File: src/rtl/nanov_reg_port.sv
// nanov_reg_port: serial register-file access port, one 32-bit word per bus frame.
// Optional per-byte write masking under NANOV_REG_PORT_BYTEMASK_EN.
module nanov_reg_port (
  input  logic        clk,
  input  logic        rstn,
  input  logic        cycle_start,
  input  logic        req_valid,
  output logic        req_ready,
  input  logic        req_write,
  input  logic [3:0]  req_reg,
  input  logic [31:0] req_wdata,
`ifdef NANOV_REG_PORT_BYTEMASK_EN
  input  logic [3:0]  req_wmask,
`endif
  output logic [3:0]  rs1,
  input  logic        data_rs1,
  output logic [3:0]  rd,
  output logic        wr_en,
  output logic        data_rd,
  output logic        rsp_valid,
  input  logic        rsp_ready,
  output logic [31:0] rsp_rdata,
  output logic        busy
);
  typedef enum logic [1:0] {IDLE, ALIGN, XFER, RESP} state_t;
  state_t      state_q;
  logic [4:0]  cnt_q;
  logic        write_q;
  logic [3:0]  reg_q;
  logic [31:0] wdata_q;
  logic [31:0] rdata_q;
  logic        live;
  logic        bit_act;
  logic [4:0]  n;
  logic        wbit;
  assign live    = state_q == ALIGN || state_q == XFER;
  assign bit_act = (state_q == ALIGN && cycle_start) || state_q == XFER;
  assign n       = state_q == XFER ? cnt_q : 5'd0;
`ifdef NANOV_REG_PORT_BYTEMASK_EN
  logic [3:0] wmask_q;
  // masked-off bytes rewrite the bit just read so the register keeps its old value
  assign wbit = wmask_q[n[4:3]] ? wdata_q[n] : data_rs1;
`else
  assign wbit = wdata_q[n];
`endif
  // rstn gates the strobe combinationally so an aborted write stops immediately
  assign wr_en     = rstn && bit_act && write_q && |reg_q;
  assign data_rd   = wr_en && wbit;
  assign rs1       = live ? reg_q : 4'd0;
  assign rd        = live ? reg_q : 4'd0;
  assign req_ready = state_q == IDLE;
  assign rsp_valid = state_q == RESP;
  assign busy      = state_q != IDLE;
  assign rsp_rdata = rdata_q;
  always_ff @(posedge clk) begin
    if (!rstn) begin
      state_q <= IDLE;
      cnt_q   <= 5'd0;
      write_q <= 1'b0;
      reg_q   <= 4'd0;
      wdata_q <= 32'd0;
      rdata_q <= 32'd0;
`ifdef NANOV_REG_PORT_BYTEMASK_EN
      wmask_q <= 4'd0;
`endif
    end else begin
      if (bit_act && |reg_q) rdata_q[n] <= data_rs1;
      case (state_q)
        IDLE: if (req_valid) begin
          state_q <= ALIGN;
          write_q <= req_write;
          reg_q   <= req_reg;
          wdata_q <= req_wdata;
          rdata_q <= 32'd0;
`ifdef NANOV_REG_PORT_BYTEMASK_EN
          wmask_q <= req_wmask;
`endif
        end
        ALIGN: if (cycle_start) begin
          state_q <= XFER;
          cnt_q   <= 5'd1;
        end
        XFER: begin
          cnt_q <= cnt_q + 5'd1;
          if (cnt_q == 5'd31) state_q <= RESP;
        end
        RESP: if (rsp_ready) state_q <= IDLE;
        default: state_q <= IDLE;
      endcase
    end
  end
endmodule

File: config.mk
export PLATFORM = sky130hd
export DESIGN_NAME = nanov_reg_port
export DESIGN_NICKNAME = d
export VERILOG_FILES = /design/src/rtl/nanov_reg_port.sv
export SDC_FILE = /design/constraint.sdc
export NUM_CORES = 1
export LEC_CHECK = 0
export BUFFER_PORTS_ARGS = -buffer_cell sky130_fd_sc_hd__buf_2
export CAP_MARGIN = 20
export CORE_MARGIN = 4
export CORE_UTILIZATION = 48
export CTS_BUF_LIST = sky130_fd_sc_hd__clkbuf_8 sky130_fd_sc_hd__clkbuf_16
export CTS_CLUSTER_DIAMETER = 40
export CTS_CLUSTER_SIZE = 24
export DETAILED_ROUTE_END_ITERATION = 8
export PLACE_DENSITY = 0.79
export SYNTH_ARGS = -nofsm -noshare
export SYNTH_HDL_FRONTEND = slang
export SYNTH_SLANG_ARGS = --single-unit
File: constraint.sdc
create_clock -name clk -period 2.1 [get_ports clk]
set_clock_uncertainty 0.15 [all_clocks]
set_input_delay 0.42 -clock clk [delete_from_list [all_inputs] [get_ports clk]]
set_output_delay 0.42 -clock clk [all_outputs]
set_load 0.05 [all_outputs]
==> results of run 1 <==
## routing by layer
metal	vias to the layer above	GRT usage, %	part of all wire [%]
li1	1727	-	-
met1	1643	26.1	43
met2	81	34.7	51
met3	7	4.26	5.0
met4	0	5.77	1.1
met5	-	0	0
## metrics by stage
| step | total power (W) | hold WS [ns] | utilization, % | cells |
|---|---|---|---|---|
| final | 0.00496 | 0.160 | 64.7 | 652 |
| after global routing | 0.00526 | 0.157 | 64.7 | 652 |
| after CTS | 0.00478 | 0.156 | 62.7 | 645 |
| after detailed placement | 0.00345 | 0.307 | 57.8 | 628 |
| after global placement | 0.00339 | 0.299 | 57.8 | 628 |
| after floorplan | 0.00302 | 0.289 | - | 458 |
## critical path: cells and delay by family, from the launching register on
kind	cells	cell delay (ns)
compound gates	3	0.59
flops	1	0.34
simple gates	2	0.32
fa+ha+maj	1	0.17
buf+inv	2	0.22
## cell families (layout without fill, tap and decap cells)
kind of cell    after synthesis  after routing  share of synthesized area [%]
mux                          17             17                           5.76
simple gates                199            199                           24.2
compound gates              112            112                           19.5
flops                        76             76                           41.7
buf+inv                      47            142                           6.41
fa+ha+maj                     7              7                           2.40
## how the worst max path moves through the flow
stage,from,to,cells past startpoint
after CTS,state_q[0],data_rd,8
after global routing,state_q[0],data_rd,8
final,state_q[0],data_rd,8
after floorplan,state_q[0],data_rd,8
after global placement,cnt_q[0],data_rd,7
after detailed placement,cnt_q[1],data_rd,6
## flip-flops by register name, summed over array words and instances, names as in the netlist
register   cells
cnt_q          5
write_q        1
rsp_rdata     32
reg_q          4
wdata_q       32
state_q        2
## power groups by stage
stage	Combinational (W)	Clock, W	Sequential, W
after floorplan	0.00129	0	0.00173
after global placement	0.00162	0	0.00177
after detailed placement	0.00167	0	0.00177
after CTS	0.00185	0.00118	0.00175
after global routing	0.00223	0.00125	0.00178
final	0.00204	0.00117	0.00176
## placed cells by master (no fill, tap or decap), types with 9 or more instances in the layout
| master | instances |
|---|---|
| clkbuf_8 | 11 |
| dfxtp_1 | 72 |
| a21oi_1 | 26 |
| nand2_1 | 107 |
| buf_8 | 9 |
| nor2_1 | 43 |
| o21ai_0 | 28 |
| nand3_1 | 9 |
| mux2i_1 | 12 |
| buf_4 | 29 |
| buf_2 | 76 |
| a21boi_0 | 39 |
## layout make-up
type                       instances  area (um2)  area share, %
multi-input combinational        335        2020           42.5
sequential                        76        1530           32.3
timing repair buffer             121         838           17.7
clock buffer                      11         151           3.19
tap                               99         124           2.61
clock inverter                     5        58.8           1.24
inverter                           5        21.3          0.448
## repair_timing
action | in CTS | in global routing
pin swaps | 2 | 7
setup endpoints to repair | 19 | 27
gates resized for setup | 43 | 20
buffers inserted | 1 | 7
==> results.ini, run 1 <==
[power]
power_frac_clock_pct=23.5
p_leak_nw=1.90
swShare_pct=36.9
p_sw_w=0.00183
power.density_mw_per_mm2=1050
p_int_w=0.00313
peakVddDrop_mv=0.675
seqPwrFrac_pct=35.4
p_comb_share_pct=41.0

[timing]
setup_slack_ns=-0.464
tightest_slew_ns=0.540
tns_ns=-1.09
slew_violations=0
max_slew_margin_pct=64.0
fin_crit_ns=2.56
final-setup-viol-count=10
fmax_mhz=390
timing.final.crit_share_pct=122
rsz0062_at_grt=true
hold_violations=0

[critical_path]
crit_path_top_delay_cell=dfxtp_2
reg2reg_depth=10
worstSetupEndpointType=output pin
r2r-start=state_q[0]
slowest_delay_ns=0.34
cp_cell_sequence=inv_2 -> ha_4 -> nor2b_4 -> o21a_1 -> o31ai_4 -> nand4_1 -> a21boi_4 -> buf_6
cp_data_arrival_time_ns=1.99
reg2reg_slack_ns=0.06
path_max_fanout=7
startpoint_type=flop
cp.required_ns=1.53
rr_endpoint=rsp_rdata[5]
critPathKind=reg -> out

[job]
drv_cap=0

[finish]
design_area_mm2=0.00474
drive_above_1_share_pct=31.1
diodes=0
area_growth_pct=30.0
final_nets=598
fillers=594

[clock_network]
clock-sinks=76
clk_path_buf_depth=2
clk_pin_slew_worst_paths_ns=0.08
cts_tree=built
cts-root-buf=clkbuf_8
htree_levels=3
hold_buffers=0
cts_buffers=9
clock_latency_ns=0.34

[floorplanning]
io_pins=88
die_h_um=95.2
core_mm2=0.00733
num_rows=31
initial_utilization_pct=49.8
dieArea_mm2=0.00906
die-width_um=95.2

[logic_synthesis]
synth_fp_nets=508
ys_types=44
synth_seq_cells=76
synth_common_cells=107 x nand2_1, 76 x dfxtp_1, 45 x nor2_1, 40 x a21boi_0
synth.area.top_cells=dfxtp_1 42%, nand2_1 11%, a21boi_0 8.2%
synth_ff_type=dfxtp_1
yosys_warnings=0
synth_largest_area_cell=dfxtp_1
yosysMostFrequentCell=nand2_1
ys_seq_area_share_pct=41.7
yosysTopAreaCellShare_pct=41.7
netlist_instances=458
synth_edf_count=0
synth.cell_area_mm2=0.00365
syn_area_per_cell_um2=7.97
synth-async-reset-ratio_pct=0

[grt]
grt_first_pass_wirelength_um=14800
grt.total_usage_pct=20.4
first_global_vias=3155
antenna_found_initial=0
grt_max_degree=46
overflow=0

[detailed_routing]
wire_per_inst_um=14.2
vias=3458
first_pass_iters=7
drtAntennaViolNets=0
via_per_inst=5.30
drt_wl_total_um=9240
drc=0
drt-initial-drc-count=238

[outcome]
violations=setup timing
status=complete, but fails checks

[place]
dpl_cell_area_mm2=0.00424
post-place-ws_ns=-0.305
gp_congestion=0.919
portBuffers=87
hpwl_um=6180

[min_path]
hp-start=req_wdata[7]
hold_class=in -> reg
whs_path_depth=3
min_to=wdata_q[7]

No activity file was read; power rests on OpenSTA's default activity.
==> run 2, diff against run 1 <==
- BUFFER_PORTS_ARGS: -buffer_cell sky130_fd_sc_hd__buf_2 -> not set
- CORE_UTILIZATION: 48 -> 55
- DONT_BUFFER_PORTS: not set -> 1
- PLACE_DENSITY: 0.79 -> 0.76
==> run 2 against run 1 <==
The flow still finishes with violations (setup timing). First-iteration DRC count increased by 1.3%. Sequential share of layout area up 3.1 points. Global-route usage rose by 2.1 points. Register-to-register slack improved by 0.05 ns. Final cell count fell by 15%. Die area down 12%. Largest cell class unchanged. Largest power group unchanged.
==> results.ini, run 2 (synthesis gave the netlist of run 1 again) <==
[critical_path]
worstSetupEndpointType=output pin
cp_cell_sequence=buf_6 -> or3b_2 -> a21oi_1 -> o22ai_1 -> nand4_1 -> a21boi_4 -> buf_12
crit_path_top_delay_cell=or3b_2
path_max_fanout=7
critPathKind=reg -> out
worst-path-buf-inv=2
cp_data_arrival_time_ns=1.92
cp.required_ns=1.53
cp_top_family=simple AND/OR/NAND/NOR gates
slowest_delay_ns=0.43
startpoint_type=flop

[timing]
fin_crit_ns=2.49
slew_violations=0
timing.final.crit_share_pct=118
max_slew_margin_pct=63.7
fmax_mhz=402
setup_slack_ns=-0.388
rsz0062_at_grt=true
hold_violations=0
final-setup-viol-count=10
hold_ws_ns=0.0537
tightest_slew_ns=0.544

[place]
gp_congestion=0.876
hpwl_um=5910
placedCellCount=531
portBuffers=0

[clock_network]
clk_pin_slew_worst_paths_ns=0.07
clock-sinks=76
cts_tree=built
hold_buffers=0
clk_path_buf_depth=2
htree_levels=3
cts-root-buf=clkbuf_8
cts_buffers=9
clock_latency_ns=0.35

[power]
peakVddDrop_mv=1.28
p_sw_w=0.00175
p_int_w=0.00321
swShare_pct=35.3
power.density_mw_per_mm2=1140
seqPwrFrac_pct=35.5
p_leak_nw=1.55
power_frac_clock_pct=25.0
p_comb_share_pct=39.5

[outcome]
status=complete, but fails checks
violations=setup timing

[finish]
finalNonFillerCells=552
final_common_cell=nand2_1
diodes=0
drive_above_1_share_pct=19.8
final_cell_mix=107 x nand2_1, 72 x dfxtp_1, 42 x nor2_1, 39 x a21boi_0, 31 x buf_4
area_growth_pct=18.7
final_nets=521
fillers=523

[grt]
grt.total_usage_pct=22.5
overflow=0
grt_first_pass_wirelength_um=13800
first_global_vias=2878
antenna_found_initial=0
grt_max_degree=47

[floorplanning]
num_rows=29
die-width_um=89.4
core_mm2=0.00639
initial_utilization_pct=57.1
dieArea_mm2=0.00800
io_pins=88
die_h_um=89.4

[detailed_routing]
via_per_inst=5.78
drtAntennaViolNets=0
wire_per_inst_um=15.6
drt_wl_total_um=8610
first_pass_iters=7
drc=0
vias=3190
drt-initial-drc-count=241

[min_path]
hold_class=in -> reg

[job]
drv_cap=0

-- run 2: worst paths after layout --
check | from | end | slack [ns] | cells after the start
setup reg to reg | state_q[0] | rsp_rdata[6] | 0.11 | 9
setup / recovery | cnt_q[0] | data_rd | -0.39 | 7
hold reg to reg | wdata_q[10] | wdata_q[10] | 0.32 | 2
hold / removal | rstn | cnt_q[2] | 0.05 | 1
-- run 2: power by group through the flow --
stage	Sequential, W	Clock, W	Combinational (W)
final	0.00176	0.00124	0.00196
after global routing	0.00178	0.00133	0.00213
after CTS	0.00175	0.00126	0.00183
after detailed placement	0.00177	0	0.00167
after global placement	0.00177	0	0.00164
after floorplan	0.00173	0	0.00129
-- run 2: final cells by class --
type | count | area (um2) | share of cell area [%]
clock buffers | 11 | 151 | 3.50
clock inverters | 4 | 72.6 | 1.68
flip-flops and latches | 76 | 1530 | 35.4
well taps | 77 | 96.3 | 2.22
multi-input cells | 335 | 2010 | 46.4
repair buffers | 44 | 448 | 10.3
inverters | 5 | 21.3 | 0.491
-- run 2: metrics by stage --
stage | total power [W] | cell area, um2 | worst slack (ns) | util [%] | TNS [ns]
4_1_cts | 0.00485 | 4240 | -0.412 | 66.5 | -0.928
3_3_place_gp | 0.00341 | 3930 | -0.126 | 61.5 | -0.126
3_5_place_dp | 0.00345 | 3930 | -0.205 | 61.5 | -0.537
2_1_floorplan | 0.00302 | 3700 | -0.125 | - | -0.125
5_1_grt | 0.00524 | 4330 | -0.481 | 67.8 | -1.40
6_report | 0.00496 | 4330 | -0.388 | 67.8 | -0.785
-- run 2: per-layer routing --
| metal | vias up | share of wire [%] | global-route usage (%) |
|---|---|---|---|
| li1 | 1571 | - | - |
| met1 | 1468 | 44 | 29.6 |
| met2 | 127 | 46 | 34.1 |
| met3 | 24 | 7.5 | 6.45 |
| met4 | 0 | 2.3 | 10.0 |
| met5 | - | 0 | 0 |
-- run 2: what timing repair did --
item,4_1_cts,5_1_grt
resized for setup,20,17
buffers inserted,3,4
endpoints found under the setup margin,26,27
cloned,0,0
pin swaps,3,3
==> run 3, diff against run 2 <==
- SKIP_LAST_GASP: not set -> 1
==> run 3 against run 2 <==
Final cell count is the same. Setup slack lost 0.012 ns. The run still ends with setup timing left. Sequential cell count is the same. Largest power group unchanged. Sequential share of layout area grew 0.14 points.
==> results.ini, run 3 (synthesis gave the netlist of run 1 again) <==
[detailed_routing]
via_per_inst=5.73
drc=0
drt_wl_total_um=8600
wire_per_inst_um=15.6
drtAntennaViolNets=0
vias=3163
drt-initial-drc-count=236
first_pass_iters=5

[min_path]
hold_class=in -> reg
whs_path_depth=1

[finish]
finalNonFillerCells=552
drive_above_1_share_pct=19.4
final_cell_mix=107 x nand2_1, 72 x dfxtp_1, 42 x nor2_1, 39 x a21boi_0, 33 x buf_4
fillers=525
seq_area_mm2=0.00153
final_nets=521
final_common_cell=nand2_1
diodes=0
area_growth_pct=18.2
multi_input_area_mm2=0.00200

[grt]
overflow=0
grt_max_degree=47
antenna_found_initial=0
first_global_vias=2883
grt_first_pass_wirelength_um=13800
grt.total_usage_pct=22.4

[timing]
hold_violations=0
max_slew_margin_pct=63.8
slew_violations=0
fin_crit_ns=2.50
tightest_slew_ns=0.543
rsz0062_at_grt=true
final-setup-viol-count=10
fmax_mhz=400
timing.final.crit_share_pct=119
setup_slack_ns=-0.400

[critical_path]
worstSetupEndpointType=output pin
reg2reg_depth=9
crit_path_top_delay_cell=dfxtp_4
critPathKind=reg -> out
cp.required_ns=1.53
cp.depth=7
cp_cell_sequence=buf_4 -> mux2i_1 -> a311o_1 -> o22ai_1 -> nand4_1 -> a21boi_4 -> buf_12
slowest_delay_ns=0.37
cp_data_arrival_time_ns=1.93
worst-path-buf-inv=2
cp_top_family=compound AO/OA/AOI/OAI gates
startpoint_type=flop
path_max_fanout=7

[place]
placedCellCount=531
portBuffers=0
gp_congestion=0.876
hpwl_um=5910
post-place-ws_ns=-0.205

[floorplanning]
initial_utilization_pct=57.1
num_rows=29
core_mm2=0.00639
die-width_um=89.4
die_h_um=89.4
io_pins=88
dieArea_mm2=0.00800

[clock_network]
hold_buffers=0
cts_buffers=9
clock-sinks=76
clock_latency_ns=0.34
clk_path_buf_depth=2
cts-root-buf=clkbuf_8
clk_pin_slew_worst_paths_ns=0.07
htree_levels=3
cts_tree=built

[power]
power_w=0.00494
peakVddDrop_mv=1.27
power.density_mw_per_mm2=1150
p_leak_nw=1.55

[job]
drv_cap=0

[outcome]
violations=setup timing
status=complete, but fails checks

==> run 3: cell types whose count changed in the layout (fill, tap and decap cells not counted) <==
cell	change
and3_1	+1
and3_4	-1
buf_4	+2
buf_6	-2
o31ai_1	+1
o31ai_2	-1
==> run 3: area by class of cell <==
class / count / area share [%]
Clock inverter: 4 / 1.68
Timing Repair Buffer: 44 / 10.2
Clock buffer: 11 / 3.51
Sequential cell: 76 / 35.6
Multi-Input combinational cell: 335 / 46.3
Tap cell: 77 / 2.23
Inverter: 5 / 0.493
==> run 3: routing by layer <==
| layer | share of wire, % | wire length, um | global-route usage (%) | up-vias |
|---|---|---|---|---|
| met5 | 0 | 0 | 0 | - |
| met4 | 2.2 | 189 | 10.0 | 0 |
| met3 | 7.8 | 668 | 6.45 | 19 |
| met2 | 46 | 3990 | 34.2 | 116 |
| met1 | 44 | 3760 | 29.5 | 1458 |
| li1 | - | - | - | 1570 |
==> run 3: what timing repair did <==
action / 4_1_cts / 5_1_grt
pin swaps: 3 / 2
endpoints found under the setup margin: 26 / 27
setup buffers: 3 / 4
hold endpoints to repair: 0 / 0
resized for setup: 19 / 14
==> run 3: worst paths after layout <==
| path | start | to | slack [ns] |
|---|---|---|---|
| setup reg to reg | state_q[0] | rsp_rdata[6] | 0.10 |
| hold / removal | rstn | cnt_q[2] | 0.05 |
| hold reg to reg | wdata_q[18] | wdata_q[18] | 0.31 |
| setup / recovery | cnt_q[0] | data_rd | -0.40 |
==> run 3: per-stage QoR <==
| stage | area (um2) | util (%) | hold slack (ns) | TNS [ns] |
|---|---|---|---|---|
| after global placement | 3930 | 61.5 | 0.302 | -0.126 |
| after global routing | 4310 | 67.6 | 0.0390 | -1.42 |
| after detailed placement | 3930 | 61.5 | 0.308 | -0.537 |
| final | 4310 | 67.6 | 0.0540 | -0.807 |
| after floorplan | 3700 | - | 0.289 | -0.125 |
| after CTS | 4240 | 66.4 | 0.0387 | -0.950 |
==> run 3: where the power goes <==
| group | internal, W | switching, W | total, W |
|---|---|---|---|
| Clock | 0.000726 | 0.000517 | 0.00124 |
| Sequential | 0.00162 | 0.000131 | 0.00175 |
| Combinational | 0.000843 | 0.00110 | 0.00195 |
| Total | 0.00319 | 0.00175 | 0.00494 |
